### src/rtl/seg_scanner_if.sv
// -----------------------------------------------------------------------------
// seg_scanner_if
//   Bundle between the mode manager and the seven-segment scanner.
//   disp       : 20-bit display data, five hex nibbles, nibble 0 = rightmost digit
//   an         : anode enables, active low, one bit per digit
//   seg        : segments {g,f,e,d,c,b,a}, active low
//   frame_tick : one-cycle pulse at the first output cycle of each frame
//   master : producer of disp / consumer of the pin-side outputs
//   slave  : the scanner itself
// -----------------------------------------------------------------------------
interface seg_scanner_if;
    logic [19:0] disp;
    logic [4:0]  an;
    logic [6:0]  seg;
    logic        frame_tick;

    modport master (output disp, input an, input seg, input frame_tick);
    modport slave  (input disp, output an, output seg, output frame_tick);
endinterface

### src/rtl/seg_scanner.sv
// -----------------------------------------------------------------------------
// seg_scanner
//   Time-multiplexed driver for a 5-digit common-anode seven-segment display.
//   The disp bus is latched into a shadow register once per frame (at the last
//   cycle of digit 4) so a frame never shows a mix of old and new data. Digits
//   are scanned 0..4, each for CLK_DIV cycles.
//
//   Optional feature macro: SCAN_DEADTIME_EN
//     defined   : each digit slot starts with DEAD blanked cycles (anti-ghosting)
//     undefined : the digit is lit for the whole slot, DEAD is ignored
//
//   Parameters:
//     CLK_DIV : cycles per digit slot (>= 2)
//     DEAD    : blank cycles at slot start (1 <= DEAD < CLK_DIV)
//
//   Ports:
//     clk   : system clock, rising edge
//     rst_n : asynchronous active-low reset
//     bus   : seg_scanner_if.slave (disp in; an, seg, frame_tick out)
//
//   an/seg/frame_tick are registered: the output in cycle t+1 reflects the
//   slot counter, digit index and shadow register during cycle t.
// -----------------------------------------------------------------------------
module seg_scanner #(
    parameter int CLK_DIV = 20000,
    parameter int DEAD    = 2000
) (
    input  logic          clk,
    input  logic          rst_n,
    seg_scanner_if.slave  bus
);

    localparam int          CW   = $clog2(CLK_DIV);
    localparam logic [CW-1:0] LAST = CW'(CLK_DIV - 1);

    if (CLK_DIV < 2) begin : g_bad_div
        $error("seg_scanner: CLK_DIV must be >= 2");
    end
    if (DEAD < 1 || DEAD >= CLK_DIV) begin : g_bad_dead
        $error("seg_scanner: DEAD must satisfy 1 <= DEAD < CLK_DIV");
    end

    // Active-low glyphs, bit order {g,f,e,d,c,b,a}.
    function automatic logic [6:0] hex_decode(input logic [3:0] nib);
        logic [6:0] s;
        case (nib)
            4'h0:    s = 7'b1000000;
            4'h1:    s = 7'b1111001;
            4'h2:    s = 7'b0100100;
            4'h3:    s = 7'b0110000;
            4'h4:    s = 7'b0011001;
            4'h5:    s = 7'b0010010;
            4'h6:    s = 7'b0000010;
            4'h7:    s = 7'b1111000;
            4'h8:    s = 7'b0000000;
            4'h9:    s = 7'b0010000;
            4'hA:    s = 7'b0001000;
            4'hB:    s = 7'b0000011;
            4'hC:    s = 7'b1000110;
            4'hD:    s = 7'b0100001;
            4'hE:    s = 7'b0000110;
            default: s = 7'b0001110;
        endcase
        return s;
    endfunction

    logic [CW-1:0] r_cnt;
    logic [2:0]    r_dig;
    logic [19:0]   r_shd;

    logic [4:0]    r_an_p1;
    logic [6:0]    r_seg_p1;
    logic          r_tick_p1;

    logic          w_slot_end;
    logic          w_lit;
    logic [3:0]    w_nib;

    assign w_slot_end = (r_cnt == LAST);
    assign w_nib      = 4'(r_shd >> {r_dig, 2'b00});

    always_comb begin
        w_lit = 1'b1;
`ifdef SCAN_DEADTIME_EN
        w_lit = (r_cnt >= CW'(DEAD));
`endif
    end

    // Stage p0: slot counter, digit index and frame shadow latch.
    always_ff @(posedge clk or negedge rst_n) begin
        if (!rst_n) begin
            r_cnt <= '0;
            r_dig <= '0;
            r_shd <= '0;
        end else begin
            if (w_slot_end) begin
                r_cnt <= '0;
                r_dig <= (r_dig == 3'd4) ? 3'd0 : r_dig + 3'd1;
                // Latch on the very last cycle of the frame so the new data
                // takes effect exactly at digit 0 of the next frame.
                if (r_dig == 3'd4) begin
                    r_shd <= bus.disp;
                end
            end else begin
                r_cnt <= r_cnt + 1'b1;
            end
        end
    end

    // Stage p1: registered pin drive. an and seg switch on the same edge, so
    // an is never low while seg changes; the dead-time gap covers slot moves.
    always_ff @(posedge clk or negedge rst_n) begin
        if (!rst_n) begin
            r_an_p1   <= 5'b11111;
            r_seg_p1  <= 7'b1111111;
            r_tick_p1 <= 1'b0;
        end else begin
            r_tick_p1 <= (r_cnt == '0) && (r_dig == 3'd0);
            if (w_lit) begin
                r_an_p1  <= ~(5'b00001 << r_dig);
                r_seg_p1 <= hex_decode(w_nib);
            end else begin
                r_an_p1  <= 5'b11111;
                r_seg_p1 <= 7'b1111111;
            end
        end
    end

    assign bus.an         = r_an_p1;
    assign bus.seg        = r_seg_p1;
    assign bus.frame_tick = r_tick_p1;

endmodule

### src/flat_wrapper.sv
// flat-port wrapper written by rule: the top's interface ports become plain ports
module seg_scanner_flat 
#(
    parameter int CLK_DIV = 20000,
    parameter int DEAD    = 2000
)
  (clk, rst_n, bus_disp, bus_an, bus_seg, bus_frame_tick);
  seg_scanner_if bus_i ();
  input  logic clk;
  input  logic rst_n;
  input wire logic [$bits(bus_i.disp)-1:0] bus_disp;
  output wire logic [$bits(bus_i.an)-1:0] bus_an;
  output wire logic [$bits(bus_i.seg)-1:0] bus_seg;
  output wire logic [$bits(bus_i.frame_tick)-1:0] bus_frame_tick;
  assign bus_i.disp = bus_disp;
  assign bus_an = bus_i.an;
  assign bus_seg = bus_i.seg;
  assign bus_frame_tick = bus_i.frame_tick;
  seg_scanner #(.CLK_DIV(CLK_DIV), .DEAD(DEAD)) u_core (.clk(clk), .rst_n(rst_n), .bus(bus_i));
endmodule
### config.mk
export PLATFORM = sky130hd
export DESIGN_NAME = seg_scanner_flat
export DESIGN_NICKNAME = d
export VERILOG_FILES = /design/src/rtl/seg_scanner_if.sv /design/src/rtl/seg_scanner.sv /design/src/flat_wrapper.sv
export SDC_FILE = /design/constraint.sdc
export NUM_CORES = 1
export LEC_CHECK = 0
export BUFFER_PORTS_ARGS = -buffer_cell sky130_fd_sc_hd__buf_4
export CELL_PAD_IN_SITES_DETAIL_PLACEMENT = 1
export CELL_PAD_IN_SITES_GLOBAL_PLACEMENT = 1
export CORE_MARGIN = 2
export CORE_UTILIZATION = 49
export CTS_CLUSTER_SIZE = 40
export DETAILED_ROUTE_END_ITERATION = 7
export MAX_ROUTING_LAYER = met4
export PLACE_DENSITY = 0.85
export REMOVE_ABC_BUFFERS = 1
export SYNTH_ARGS = -nofsm -noshare
export SYNTH_HDL_FRONTEND = slang
export SYNTH_SLANG_ARGS = --single-unit
### constraint.sdc
create_clock -name clk -period 4.85 [get_ports clk]
set_input_delay 0.485 -clock clk [delete_from_list [all_inputs] [get_ports clk]]
set_output_delay 0.485 -clock clk [all_outputs]
set_load 0.01 [all_outputs]
==> impl_metrics.env <==
export IMPL_ff2ff_path_depth=5
export IMPL_groute_usage_overall=0.194
export IMPL_dpl_instance_area_sq_um=2780
export IMPL_gp_congestion=0.853
export IMPL_die_area_sq_um=5680
export IMPL_grt_start_max_net_pins=52
export IMPL_path_class="flop to flop"
export IMPL_drv_cap=0
export IMPL_synth_edf_count=0
export IMPL_utilization=0.595
export IMPL_worstSkewPairLatency_ns=0.30
export IMPL_end_kind="flop"
export IMPL_cp_data_arrival_time_ns=3.07
export IMPL_cts_resized=0
export IMPL_synth_top_cells_by_count="dfrtp_1, mux2_1, mux2i_1, nor2_1, ha_1"
export IMPL_power_static_leakage_nw=1.43
export IMPL_instances_no_fill=308
export IMPL_whs_ns=0.192
export IMPL_slew_violations=0
export IMPL_p_sw_frac=0.202
export IMPL_synth_area_top_cells="dfrtp_1, dfstp_2, mux2_1"
export IMPL_post_cts_setup_buffers=0
export IMPL_cts_tree="yes"
export IMPL_fin_area_sq_um=2870
export IMPL_syn_area_per_cell_sq_um=12.1
export IMPL_syn_to_final_growth_pct=14.9
export IMPL_cp_max_fo=20
export IMPL_grt_first_pass_wirelength_um=7900
export IMPL_remaining_drc_errors=0
export IMPL_rsz0062_at_grt="no"
export IMPL_cpPeakStageDelay_ns=0.77
export IMPL_max_freq_ghz=0.346
export IMPL_yosysMostFrequentCell="dfrtp_1"
export IMPL_cp_required_ns=5.03
export IMPL_finalHoldViolCount=0
export IMPL_slew_limit_headroom=0.454
export IMPL_initial_core_util=0.518
export IMPL_synth_top_cell_by_area="dfrtp_1"
export IMPL_num_vias=1608
export IMPL_fin_ws_ns=1.96
export IMPL_tns_ns=0
export IMPL_io_pins=35
export IMPL_yosys_warnings=0
export IMPL_pre_cts_ws_ns=1.99
export IMPL_period_share=0.595
export IMPL_crit_chain="ha_1 -> nand4_1 -> nor4_4 -> and2b_1 -> mux2_1"
export IMPL_hold_path_class="input pin to asynchronous set/reset pin"
export IMPL_h_tree_depth=2
export IMPL_nFillCells=520
export IMPL_finalNetCount=275
export IMPL_regToRegEndpoint="u_core.r_shd[4]"
export IMPL_clockPowerShare=0.354
export IMPL_clock_sinks=51
export IMPL_ant_nets=0
export IMPL_die_w_um=75.4
export IMPL_firstDrtPassIters=4
export IMPL_dieHeight_um=75.4
export IMPL_ir_drop_mv=0.178
export IMPL_cp_start_kind="flop"
export IMPL_min_period_ns=2.89
export IMPL_grt_pass1_vias=1638
export IMPL_synth_area_sq_um=2500
export IMPL_n_antenna_cell=0
export IMPL_fin_skew_ns=0.00721
export IMPL_ys_types=42
export IMPL_routed_wl_um=4580
export IMPL_ys_async_sr_fraction=1.00
export IMPL_cts_root_buf="clkbuf_8"
export IMPL_dpl_hpwl_um=3270
export IMPL_clk_pin_slew_ns=0.09
export IMPL_cts_made_buffers=5
export IMPL_r2r_start="u_core.r_cnt[0]"
export IMPL_worstMarginPinSlew_ns=0.819
export IMPL_drt_wirelength_per_cell_um=14.9
export IMPL_cts_hold_buf=0
export IMPL_seqPwrFrac=0.616
export IMPL_synth_top_area_frac=0.391
export IMPL_layout_drive_gt1_share=0.253
export IMPL_setup_violations_final=0
export IMPL_synth_seq_area_share=0.517
export IMPL_io_buffer_count=34
export IMPL_drtIter0Drc=55
export IMPL_power_density_nw_per_um2=241
export IMPL_cp_slowest_cell="and2b_1"
export IMPL_total_power_mw=0.691
export IMPL_synth_seq_cells=51
export IMPL_cts_buffer_depth=2
export IMPL_syn_inst=206
export IMPL_placementRows=25
export IMPL_p_switching_mw=0.139
export IMPL_post_drt_via_cell_ratio=5.22
export IMPL_p_comb_frac=0.030
export IMPL_dp_cells=300
export IMPL_synth_top_flop_cell="dfrtp_1"
export IMPL_internal_power_mw=0.551
export IMPL_r2r_setup_slack_ns=1.96
export IMPL_status="finished, final reports clean"
export IMPL_core_area_sq_um=4820
export IMPL_gr_total_overflow=0
export IMPL_antenna_found_initial=0
registers in the layout (all words and copies together) (netlist names):
signal                 count
u_core.r_cnt              15
u_core.r_dig               3
u_core.bus.seg             7
u_core.bus.frame_tick      1
u_core.bus.an              5
u_core.r_shd              20
cell usage in the layout, fill, tap and decap left out, types with 2 or more instances in the layout:
cell type	count
nand3b_1	2
nand4_1	2
inv_1	11
a21oi_1	2
nor4_1	3
o32ai_1	2
mux2_1	20
nor3_1	4
nand2_1	11
nor2_1	14
nand3_1	11
dfrtp_1	39
ha_1	13
xnor2_1	8
mux2i_1	14
buf_4	34
dfstp_2	12
a21o_1	2
o21ai_0	4
xor2_1	5
clkbuf_8	6
worst max path at each step:
stage,start,to,cells after the start
global route,u_core.r_cnt[8],u_core.r_shd[4],5
finish,u_core.r_cnt[0],u_core.r_shd[4],5
global placement,u_core.r_cnt[8],u_core.r_shd[2],5
CTS,u_core.r_cnt[0],u_core.r_shd[4],5
detailed placement,u_core.r_cnt[0],u_core.r_shd[4],5
floorplan,u_core.r_cnt[0],u_core.r_shd[0],5
cells by family after synthesis:
group | Yosys count | synth area share
multiplexers | 36 | 0.157
XOR/XNOR | 13 | 0.0456
flip-flops | 51 | 0.517
buffers and inverters | 19 | 0.0416
adder cells (fa/ha/maj) | 13 | 0.0652
AO/OA/AOI/OAI | 18 | 0.0546
AND/OR/NAND/NOR | 56 | 0.119
worst max-delay path, delay by kind of cell, from the launching register on:
family	cells	cell delay, ns
flops	1	0.43
mux	1	0.38
fa+ha+maj	1	0.23
simple gates	3	1.73
power groups by stage:
stage	registers, mW	logic [mW]	clock network (mW)
finish	0.425	0.0206	0.245
CTS	0.425	0.0216	0.258
global route	0.426	0.0239	0.279
global placement	0.433	0.0214	0
detailed placement	0.433	0.0217	0
floorplan	0.433	0.000153	0
area by class of cell:
type                    instances  area [sq um]  area share
clock buffers                   7          86.3      0.0301
clock inverters                 1          5.00     0.00175
inverters                      12          45.0      0.0157
multi-input cells             136          1100       0.384
flip-flops and latches         51          1290       0.450
well taps                      67          83.8      0.0292
repair buffers                 34           255      0.0890
layer usage:
layer,vias to the layer above,share of wire,track usage
met4,0,0.014,0.0585
met5,-,0,-
met1,792,0.48,0.263
li1,775,-,-
met2,35,0.47,0.293
met3,6,0.035,0.0437
(Power assumes the default switching activity.)
